## src/rtl/loop_perf_monitor_pkg.sv

```systemverilog
// Shared types and helpers for the HLS pipelined-loop performance monitor.
package loop_perf_pkg;

  localparam int unsigned CNT_W = 32;

  typedef logic [CNT_W-1:0] cnt_t;

  localparam cnt_t CNT_MAX = '1;

  typedef enum logic {
    CTRL_IDLE,
    CTRL_ACTIVE
  } ctrl_state_t;

  // A stage event fires when the FSM sits in the stage state with the pipeline enabled and not stalled.
  function automatic logic ev_decode(input logic match, input logic enable, input logic block);
    return match & enable & ~block;
  endfunction

endpackage

```

## src/rtl/loop_perf_monitor_if.sv

```systemverilog
// Probe inputs and monitor results; master drives probes, slave is the monitor.
interface loop_perf_monitor_if #(
  parameter int unsigned STATE_W = 32,
  parameter int unsigned CNT_W   = 32
);
  logic [STATE_W-1:0] cur_state, iter_start_state, iter_end_state, quit_state;
  logic iter_start_block, iter_end_block, quit_block;
  logic iter_start_enable, iter_end_enable, quit_enable;
  logic loop_start, loop_ready, loop_done, loop_continue, quit_at_end;
  logic ap_start, ap_ready, ap_done, ap_continue, finish;

  logic loop_active, mod_busy, frozen;
  logic [CNT_W-1:0] iter_started, iter_done, loop_invocations, loop_latency;
  logic [CNT_W-1:0] mod_starts, mod_readys, mod_dones, mod_latency;

  modport master (
    output cur_state, iter_start_state, iter_end_state, quit_state,
           iter_start_block, iter_end_block, quit_block,
           iter_start_enable, iter_end_enable, quit_enable,
           loop_start, loop_ready, loop_done, loop_continue, quit_at_end,
           ap_start, ap_ready, ap_done, ap_continue, finish,
    input  loop_active, mod_busy, frozen, iter_started, iter_done, loop_invocations,
           loop_latency, mod_starts, mod_readys, mod_dones, mod_latency
  );

  modport slave (
    input  cur_state, iter_start_state, iter_end_state, quit_state,
           iter_start_block, iter_end_block, quit_block,
           iter_start_enable, iter_end_enable, quit_enable,
           loop_start, loop_ready, loop_done, loop_continue, quit_at_end,
           ap_start, ap_ready, ap_done, ap_continue, finish,
    output loop_active, mod_busy, frozen, iter_started, iter_done, loop_invocations,
           loop_latency, mod_starts, mod_readys, mod_dones, mod_latency
  );
endinterface

```

## src/rtl/loop_perf_monitor_inv_ctrl.sv

```systemverilog
// Invocation open/close tracker for one ap_ctrl-style start/done/continue handshake.
module loop_perf_inv_ctrl
  import loop_perf_pkg::*;
(
  input  logic clock,
  input  logic reset,
  input  logic hold,
  input  logic start,
  input  logic done,
  input  logic cont,
  output logic active,
  output logic open_c,
  output logic close_c
);
  ctrl_state_t state, state_next;

  always_ff @(posedge clock or negedge reset) begin
    if (!reset) state <= CTRL_IDLE;
    else        state <= state_next;
  end

  // A close blocks any start in the same cycle because opens are only taken from IDLE.
  always_comb begin
    state_next = state;
    open_c     = 1'b0;
    close_c    = 1'b0;
    if (!hold) begin
      case (state)
        CTRL_IDLE: begin
          open_c  = start;
          close_c = start & done & cont;
          if (start && !(done && cont)) state_next = CTRL_ACTIVE;
        end
        CTRL_ACTIVE: begin
          close_c = done & cont;
          if (done && cont) state_next = CTRL_IDLE;
        end
        default: state_next = CTRL_IDLE;
      endcase
    end
  end

  assign active = (state == CTRL_ACTIVE);
endmodule

```

## src/rtl/loop_perf_monitor_sat_counter.sv

```systemverilog
// Saturating up-counter; clear and enable together load 1.
module sat_counter #(
  parameter int unsigned W = 32
) (
  input  logic         clock,
  input  logic         reset,
  input  logic         clear,
  input  logic         enable,
  output logic [W-1:0] count
);
  logic [W-1:0] base;

  assign base = clear ? '0 : count;

  always_ff @(posedge clock or negedge reset) begin
    if (!reset) begin
      count <= '0;
    end else if (clear || enable) begin
      count <= (enable && (base != '1)) ? base + W'(1) : base;
    end
  end
endmodule

```

## src/rtl/loop_perf_monitor.sv

```systemverilog
// Passive monitor for one HLS pipelined loop and its enclosing module handshake.
module loop_perf_monitor
  import loop_perf_pkg::*;
#(
  parameter int unsigned STATE_W = 32,
  parameter int unsigned CNT_W   = 32
) (
  input logic                clock,
  input logic                reset,
  loop_perf_monitor_if.slave bus
);
  logic [STATE_W-1:0] cur_state, start_state, end_state, quit_state;
  logic s_ev, e_ev, q_ev, s_cnt;
  logic frozen, hold;
  logic l_act, l_open, l_close, m_busy, m_open, m_close;
  logic [CNT_W-1:0] loop_cyc, mod_cyc, loop_latency, mod_latency;
  logic unused_probe;

  assign cur_state   = bus.cur_state;
  assign start_state = bus.iter_start_state;
  assign end_state   = bus.iter_end_state;
  assign quit_state  = bus.quit_state;
  assign unused_probe = bus.loop_ready;
  assign hold        = frozen;

  assign s_ev = ev_decode(cur_state == start_state, bus.iter_start_enable, bus.iter_start_block);
  assign e_ev = ev_decode(cur_state == end_state, bus.iter_end_enable, bus.iter_end_block);
  assign q_ev = ev_decode(cur_state == quit_state, bus.quit_enable, bus.quit_block);
  // With exit at the start stage, the start that coincides with quit is the exit test, not an iteration.
  assign s_cnt = s_ev & ~(~bus.quit_at_end & q_ev);

  loop_perf_inv_ctrl u_loop_ctrl (
    .clock(clock), .reset(reset), .hold(hold),
    .start(bus.loop_start), .done(bus.loop_done), .cont(bus.loop_continue),
    .active(l_act), .open_c(l_open), .close_c(l_close)
  );

  loop_perf_inv_ctrl u_mod_ctrl (
    .clock(clock), .reset(reset), .hold(hold),
    .start(bus.ap_start), .done(bus.ap_done), .cont(bus.ap_continue),
    .active(m_busy), .open_c(m_open), .close_c(m_close)
  );

  sat_counter #(.W(CNT_W)) u_iter_started (
    .clock(clock), .reset(reset), .clear(l_open),
    .enable(l_act & s_cnt & ~hold), .count(bus.iter_started)
  );
  sat_counter #(.W(CNT_W)) u_iter_done (
    .clock(clock), .reset(reset), .clear(l_open),
    .enable(l_act & e_ev & ~hold), .count(bus.iter_done)
  );
  sat_counter #(.W(CNT_W)) u_loop_cyc (
    .clock(clock), .reset(reset), .clear(l_open),
    .enable(l_open | (l_act & ~hold)), .count(loop_cyc)
  );
  sat_counter #(.W(CNT_W)) u_loop_inv (
    .clock(clock), .reset(reset), .clear(1'b0),
    .enable(l_close), .count(bus.loop_invocations)
  );
  sat_counter #(.W(CNT_W)) u_mod_starts (
    .clock(clock), .reset(reset), .clear(1'b0),
    .enable(m_open), .count(bus.mod_starts)
  );
  sat_counter #(.W(CNT_W)) u_mod_readys (
    .clock(clock), .reset(reset), .clear(1'b0),
    .enable((m_busy | m_open) & bus.ap_ready & ~hold), .count(bus.mod_readys)
  );
  sat_counter #(.W(CNT_W)) u_mod_dones (
    .clock(clock), .reset(reset), .clear(1'b0),
    .enable(m_close), .count(bus.mod_dones)
  );
  sat_counter #(.W(CNT_W)) u_mod_cyc (
    .clock(clock), .reset(reset), .clear(m_open),
    .enable(m_open | (m_busy & ~hold)), .count(mod_cyc)
  );

  // Latency includes the closing cycle; cyc counts cycles already elapsed since the open.
  always_ff @(posedge clock or negedge reset) begin
    if (!reset) begin
      loop_latency <= '0;
      mod_latency  <= '0;
      frozen       <= 1'b0;
    end else begin
      if (l_close) loop_latency <= l_open ? CNT_W'(1) : ((loop_cyc == '1) ? loop_cyc : loop_cyc + CNT_W'(1));
      if (m_close) mod_latency  <= m_open ? CNT_W'(1) : ((mod_cyc == '1) ? mod_cyc : mod_cyc + CNT_W'(1));
      if (bus.finish) frozen <= 1'b1;
    end
  end

  assign bus.loop_active  = l_act;
  assign bus.mod_busy     = m_busy;
  assign bus.frozen       = frozen;
  assign bus.loop_latency = loop_latency;
  assign bus.mod_latency  = mod_latency;
endmodule

```

## src/flat_wrapper.sv

```systemverilog
// flat-port wrapper written by rule: the top's interface ports become plain ports
module loop_perf_monitor_flat import loop_perf_pkg::*;
#(
  parameter int unsigned STATE_W = 32,
  parameter int unsigned CNT_W   = 32
)
  (clock, reset, bus_cur_state, bus_iter_start_state, bus_iter_end_state, bus_quit_state, bus_iter_start_block, bus_iter_end_block, bus_quit_block, bus_iter_start_enable, bus_iter_end_enable, bus_quit_enable, bus_loop_start, bus_loop_ready, bus_loop_done, bus_loop_continue, bus_quit_at_end, bus_ap_start, bus_ap_ready, bus_ap_done, bus_ap_continue, bus_finish, bus_loop_active, bus_mod_busy, bus_frozen, bus_iter_started, bus_iter_done, bus_loop_invocations, bus_loop_latency, bus_mod_starts, bus_mod_readys, bus_mod_dones, bus_mod_latency);
  loop_perf_monitor_if #(.STATE_W(STATE_W), .CNT_W(CNT_W)) bus_i ();
  input logic clock;
  input logic reset;
  input wire logic [$bits(bus_i.cur_state)-1:0] bus_cur_state;
  input wire logic [$bits(bus_i.iter_start_state)-1:0] bus_iter_start_state;
  input wire logic [$bits(bus_i.iter_end_state)-1:0] bus_iter_end_state;
  input wire logic [$bits(bus_i.quit_state)-1:0] bus_quit_state;
  input wire logic [$bits(bus_i.iter_start_block)-1:0] bus_iter_start_block;
  input wire logic [$bits(bus_i.iter_end_block)-1:0] bus_iter_end_block;
  input wire logic [$bits(bus_i.quit_block)-1:0] bus_quit_block;
  input wire logic [$bits(bus_i.iter_start_enable)-1:0] bus_iter_start_enable;
  input wire logic [$bits(bus_i.iter_end_enable)-1:0] bus_iter_end_enable;
  input wire logic [$bits(bus_i.quit_enable)-1:0] bus_quit_enable;
  input wire logic [$bits(bus_i.loop_start)-1:0] bus_loop_start;
  input wire logic [$bits(bus_i.loop_ready)-1:0] bus_loop_ready;
  input wire logic [$bits(bus_i.loop_done)-1:0] bus_loop_done;
  input wire logic [$bits(bus_i.loop_continue)-1:0] bus_loop_continue;
  input wire logic [$bits(bus_i.quit_at_end)-1:0] bus_quit_at_end;
  input wire logic [$bits(bus_i.ap_start)-1:0] bus_ap_start;
  input wire logic [$bits(bus_i.ap_ready)-1:0] bus_ap_ready;
  input wire logic [$bits(bus_i.ap_done)-1:0] bus_ap_done;
  input wire logic [$bits(bus_i.ap_continue)-1:0] bus_ap_continue;
  input wire logic [$bits(bus_i.finish)-1:0] bus_finish;
  output wire logic [$bits(bus_i.loop_active)-1:0] bus_loop_active;
  output wire logic [$bits(bus_i.mod_busy)-1:0] bus_mod_busy;
  output wire logic [$bits(bus_i.frozen)-1:0] bus_frozen;
  output wire logic [$bits(bus_i.iter_started)-1:0] bus_iter_started;
  output wire logic [$bits(bus_i.iter_done)-1:0] bus_iter_done;
  output wire logic [$bits(bus_i.loop_invocations)-1:0] bus_loop_invocations;
  output wire logic [$bits(bus_i.loop_latency)-1:0] bus_loop_latency;
  output wire logic [$bits(bus_i.mod_starts)-1:0] bus_mod_starts;
  output wire logic [$bits(bus_i.mod_readys)-1:0] bus_mod_readys;
  output wire logic [$bits(bus_i.mod_dones)-1:0] bus_mod_dones;
  output wire logic [$bits(bus_i.mod_latency)-1:0] bus_mod_latency;
  assign bus_i.cur_state = bus_cur_state;
  assign bus_i.iter_start_state = bus_iter_start_state;
  assign bus_i.iter_end_state = bus_iter_end_state;
  assign bus_i.quit_state = bus_quit_state;
  assign bus_i.iter_start_block = bus_iter_start_block;
  assign bus_i.iter_end_block = bus_iter_end_block;
  assign bus_i.quit_block = bus_quit_block;
  assign bus_i.iter_start_enable = bus_iter_start_enable;
  assign bus_i.iter_end_enable = bus_iter_end_enable;
  assign bus_i.quit_enable = bus_quit_enable;
  assign bus_i.loop_start = bus_loop_start;
  assign bus_i.loop_ready = bus_loop_ready;
  assign bus_i.loop_done = bus_loop_done;
  assign bus_i.loop_continue = bus_loop_continue;
  assign bus_i.quit_at_end = bus_quit_at_end;
  assign bus_i.ap_start = bus_ap_start;
  assign bus_i.ap_ready = bus_ap_ready;
  assign bus_i.ap_done = bus_ap_done;
  assign bus_i.ap_continue = bus_ap_continue;
  assign bus_i.finish = bus_finish;
  assign bus_loop_active = bus_i.loop_active;
  assign bus_mod_busy = bus_i.mod_busy;
  assign bus_frozen = bus_i.frozen;
  assign bus_iter_started = bus_i.iter_started;
  assign bus_iter_done = bus_i.iter_done;
  assign bus_loop_invocations = bus_i.loop_invocations;
  assign bus_loop_latency = bus_i.loop_latency;
  assign bus_mod_starts = bus_i.mod_starts;
  assign bus_mod_readys = bus_i.mod_readys;
  assign bus_mod_dones = bus_i.mod_dones;
  assign bus_mod_latency = bus_i.mod_latency;
  loop_perf_monitor #(.STATE_W(STATE_W), .CNT_W(CNT_W)) u_core (.clock(clock), .reset(reset), .bus(bus_i));
endmodule
```

## config.mk

```make
export PLATFORM = sky130hd
export DESIGN_NAME = loop_perf_monitor_flat
export DESIGN_NICKNAME = d
export VERILOG_FILES = /design/src/rtl/loop_perf_monitor_pkg.sv /design/src/rtl/loop_perf_monitor_if.sv /design/src/rtl/loop_perf_monitor_inv_ctrl.sv /design/src/rtl/loop_perf_monitor_sat_counter.sv /design/src/rtl/loop_perf_monitor.sv /design/src/flat_wrapper.sv
export SDC_FILE = /design/constraint.sdc
export NUM_CORES = 1
export LEC_CHECK = 0
export BUFFER_PORTS_ARGS = -buffer_cell sky130_fd_sc_hd__clkbuf_2
export CAP_MARGIN = 20
export CORE_UTILIZATION = 59
export CTS_BUF_LIST = sky130_fd_sc_hd__clkbuf_16
export CTS_CLUSTER_DIAMETER = 50
export CTS_CLUSTER_SIZE = 16
export DETAILED_ROUTE_END_ITERATION = 6
export PLACE_DENSITY = 0.93
export SYNTH_ARGS = -nofsm -noshare
export SYNTH_HDL_FRONTEND = slang
export SYNTH_SLANG_ARGS = --single-unit
export TNS_END_PERCENT = 20
```

## constraint.sdc

```tcl
create_clock -name clock -period 7.7 [get_ports clock]
set_clock_uncertainty 0.2 [all_clocks]
set_input_delay 0.385 -clock clock [delete_from_list [all_inputs] [get_ports clock]]
set_output_delay 0.385 -clock clock [all_outputs]
set_load 0.02 [all_outputs]
```

==> impl_metrics.env <==
export IMPL_status="finished, violations left"
export IMPL_violations="DRC"
export IMPL_clkLatencyLatePin_ps=510
export IMPL_via_count=16200
export IMPL_port_buffer_count=403
export IMPL_netlist_instances=1862
export IMPL_synth_distinct_cells=62
export IMPL_antenna_found_initial=0
export IMPL_ys_ff_latch=323
export IMPL_async_flop_share_pct=100
export IMPL_setup_ws_ps=3120
export IMPL_syn_nets=2018
export IMPL_peakVddDrop_mv=0.133
export IMPL_die_w_um=174
export IMPL_worst_slew_pin_slew_ps=1090
export IMPL_worstHoldStart="bus_ap_start"
export IMPL_r2r_end="u_core.u_iter_done.count[19]"
export IMPL_cp_required_ps=7890
export IMPL_final_hold_viol_count=0
export IMPL_routed_via_density=6.08
export IMPL_cts_buffers=34
export IMPL_slowest_stage="dfrtp_1"
export IMPL_power_density_nw_per_um2=177
export IMPL_grt_pass1_vias=15900
export IMPL_cts_root_buffer="clkbuf_16"
export IMPL_n_antenna_cell=0
export IMPL_p_total_mw=3.72
export IMPL_fmax_mhz=218
export IMPL_core_um2=28900
export IMPL_path_cells="or3b_2, buf_4, and2_1, ha_1, nand2_1, nor3_1, nand4_1, nand4_1, or3_1, o311ai_0, o41ai_1"
export IMPL_r2r_start="u_core.bus.frozen"
export IMPL_die_height_um=174
export IMPL_crit_type="flip-flop to flip-flop"
export IMPL_r2r_cells=11
export IMPL_die_area_um2=30300
export IMPL_grt_pass1_wl_um=86500
export IMPL_h_tree_depth=2
export IMPL_fin_nets=2406
export IMPL_finalCritPeriodShare_pct=59.5
export IMPL_place_area_um2=19800
export IMPL_grt_usage_pct=35.7
export IMPL_hp_class="input port to flip-flop"
export IMPL_critical_path_buf_inv_count=1
export IMPL_start_kind="flip-flop"
export IMPL_crit_cells=11
export IMPL_crit_family="simple AND/OR/NAND/NOR gates"
export IMPL_layout_cells_most_common="clkbuf_2"
export IMPL_grt_ovfl_total=0
export IMPL_mappedNetlistArea_um2=17500
export IMPL_rsz0062_at_grt="false"
export IMPL_gp_congestion=1.02
export IMPL_worst_path_max_fanout=32
export IMPL_dpl_hpwl_um=39400
export IMPL_endpoint_kind="flip-flop"
export IMPL_final_cell_mix="403 x clkbuf_2, 323 x dfrtp_1, 268 x nand2_1"
export IMPL_cts_sinks=323
export IMPL_min_delay_worst_endpoint="u_core.u_mod_cyc.count[6]"
export IMPL_yosysWarnings=0
export IMPL_slew_limit_headroom_pct=26.4
export IMPL_ys_flop_type="dfrtp_1"
export IMPL_period_needed_ps=4580
export IMPL_drt_pass1_iterations=7
export IMPL_r2r_slack_ps=3120
export IMPL_synthToLayoutAreaGrowth_pct=20.2
export IMPL_layout_drive_gt1_share_pct=21.5
export IMPL_grt_max_degree=135
export IMPL_avgSynthCellArea_um2=9.39
export IMPL_ios=405
export IMPL_fin_tns_setup_ps=0
export IMPL_route_detailed_drc=4
export IMPL_cts_tree="built"
export IMPL_seq_area_frac_synth_pct=46.2
export IMPL_crit_path_frequent_cell="nand4_1"
export IMPL_cap_viol_max_count=0
export IMPL_ant_nets=0
export IMPL_leakagePower_nw=9.68
export IMPL_worst_path_largest_cell_delay_ps=700
export IMPL_start_util_pct=60.4
export IMPL_synth_edf_count=0
export IMPL_whs_path_depth=4
export IMPL_arrival_ps=4770
export IMPL_path_clk_slew_ps=60
export IMPL_routed_wl_um=54200
export IMPL_rows=62
export IMPL_cts_path_max_buffers=3
export IMPL_wire_per_inst_um=20.4
export IMPL_finish_instance_area_um2=21000
export IMPL_slew_violations=0
export IMPL_dp_slack_ps=3190
export IMPL_setup_violations=0
export IMPL_drtIter0Drc=1528
==> synth_stat cells (3+ instances only) <==
cell      number  area [um^2]
a211oi_1       3         22.5
a21oi_1       33          165
and2_1        30          188
and3_1        53          332
and4_1        32          280
buf_2          4         20.0
clkbuf_1      61          229
dfrtp_1      323         8080
ha_1          10          125
inv_1         23         86.3
mux2_2         4         45.0
mux2i_1        4         40.0
nand2_1      268         1010
nand2b_1       7         43.8
nand3_1      112          561
nand3b_1       3         22.5
nand4_1       94          588
nand4b_1       4         35.0
nor2_1       145          544
nor2b_1        5         31.3
nor3_1        41          205
nor3b_1        5         37.5
nor4_1        35          219
nor4b_1        3         26.3
nor4bb_1       3         30.0
o211ai_1       8         60.1
o21ai_0       68          340
o31ai_1       18          135
o41ai_1        7         61.3
or2_2          6         37.5
or3_1         23          144
or3b_1         5         43.8
or4_1         26          195
xnor2_1      176         1540
xor2_1       183         1600
==> layer usage <==
layer  track usage, %  vias up  part of all wire (%)
met5                0        -                     0
met4             20.5        0                   6.3
met3             6.17      204                   7.4
met2             61.0      882                    49
met1             42.6     7769                    37
li1                 -     7296                     -
==> through the flow <==
stage               utilization (%)  instances  hold slack [ps]
global placement               68.5       2591              261
finish                         72.6       2658             81.9
CTS                            72.6       2657             58.2
floorplan                         -       1862             -111
global route                   72.6       2658             94.7
detailed placement             68.5       2591              269
==> power by group <==
part | switching, mW | leakage, nW | internal [mW]
Combinational | 0.165 | 4.68 | 0.0956
Clock | 0.727 | 0.568 | 0.981
Sequential | 0.0275 | 4.42 | 1.72
Total | 0.919 | 9.68 | 2.80
==> repair_timing <==
action / in CTS / in global routing
setup endpoints to repair: 0 / 0
resized for setup: 0 / 0
setup buffers: 0 / 0
hold buffers: 6 / 0
hold endpoints to repair: 134 / 0
==> how the worst max path moves through the flow <==
stage / start / end / slack, ps
4_1_cts: u_core.bus.frozen / u_core.u_iter_done.count[29] / 3170
3_5_place_dp: u_core.bus.frozen / u_core.u_iter_done.count[29] / 3190
5_1_grt: u_core.bus.frozen / u_core.u_iter_done.count[19] / 2820
2_1_floorplan: u_core.u_loop_ctrl.active / u_core.u_iter_done.count[16] / 3950
3_3_place_gp: u_core.bus.frozen / u_core.u_iter_done.count[29] / 3340
6_report: u_core.bus.frozen / u_core.u_iter_done.count[19] / 3120
==> sequential cells by signal (all words and copies together), names as in the netlist <==
signal,flops
u_core.u_mod_ctrl.active,1
u_core.u_loop_ctrl.active,1
u_core.u_mod_cyc.count,32
u_core.bus.loop_latency,32
u_core.u_mod_starts.count,32
u_core.u_iter_done.count,32
u_core.u_mod_dones.count,32
u_core.bus.frozen,1
u_core.bus.mod_latency,32
u_core.u_loop_cyc.count,32
u_core.u_loop_inv.count,32
u_core.u_mod_readys.count,32
u_core.u_iter_started.count,32
==> worst reg2reg max path: stages (launching register included) <==
cell,delay [ps]
dfrtp_1,700
or3b_2,680
buf_4,440
and2_1,250
ha_1,210
nand2_1,60
nor3_1,600
nand4_1,200
nand4_1,230
or3_1,520
o311ai_0,270
o41ai_1,110
==> final cells by class <==
| class | instances | area, um^2 |
|---|---|---|
| Multi-Input combinational cell | 1448 | 9060 |
| Sequential cell | 323 | 8080 |
| Fill cell | 1999 | 7920 |
| Timing Repair Buffer | 420 | 2170 |
| Clock buffer | 35 | 876 |
| Tap cell | 384 | 480 |
| Clock inverter | 25 | 272 |
| Inverter | 23 | 86.3 |
==> cell families (layout without fill, tap and decap cells) <==
family	Yosys count	after routing	synth area share (%)
fa+ha+maj	10	10	0.715
flops	323	323	46.2
mux	9	9	0.551
xor+xnor	359	359	18.0
buf+inv	91	503	2.07
simple gates	910	910	26.7
compound gates	160	160	5.72
(Power assumes the default switching activity.)
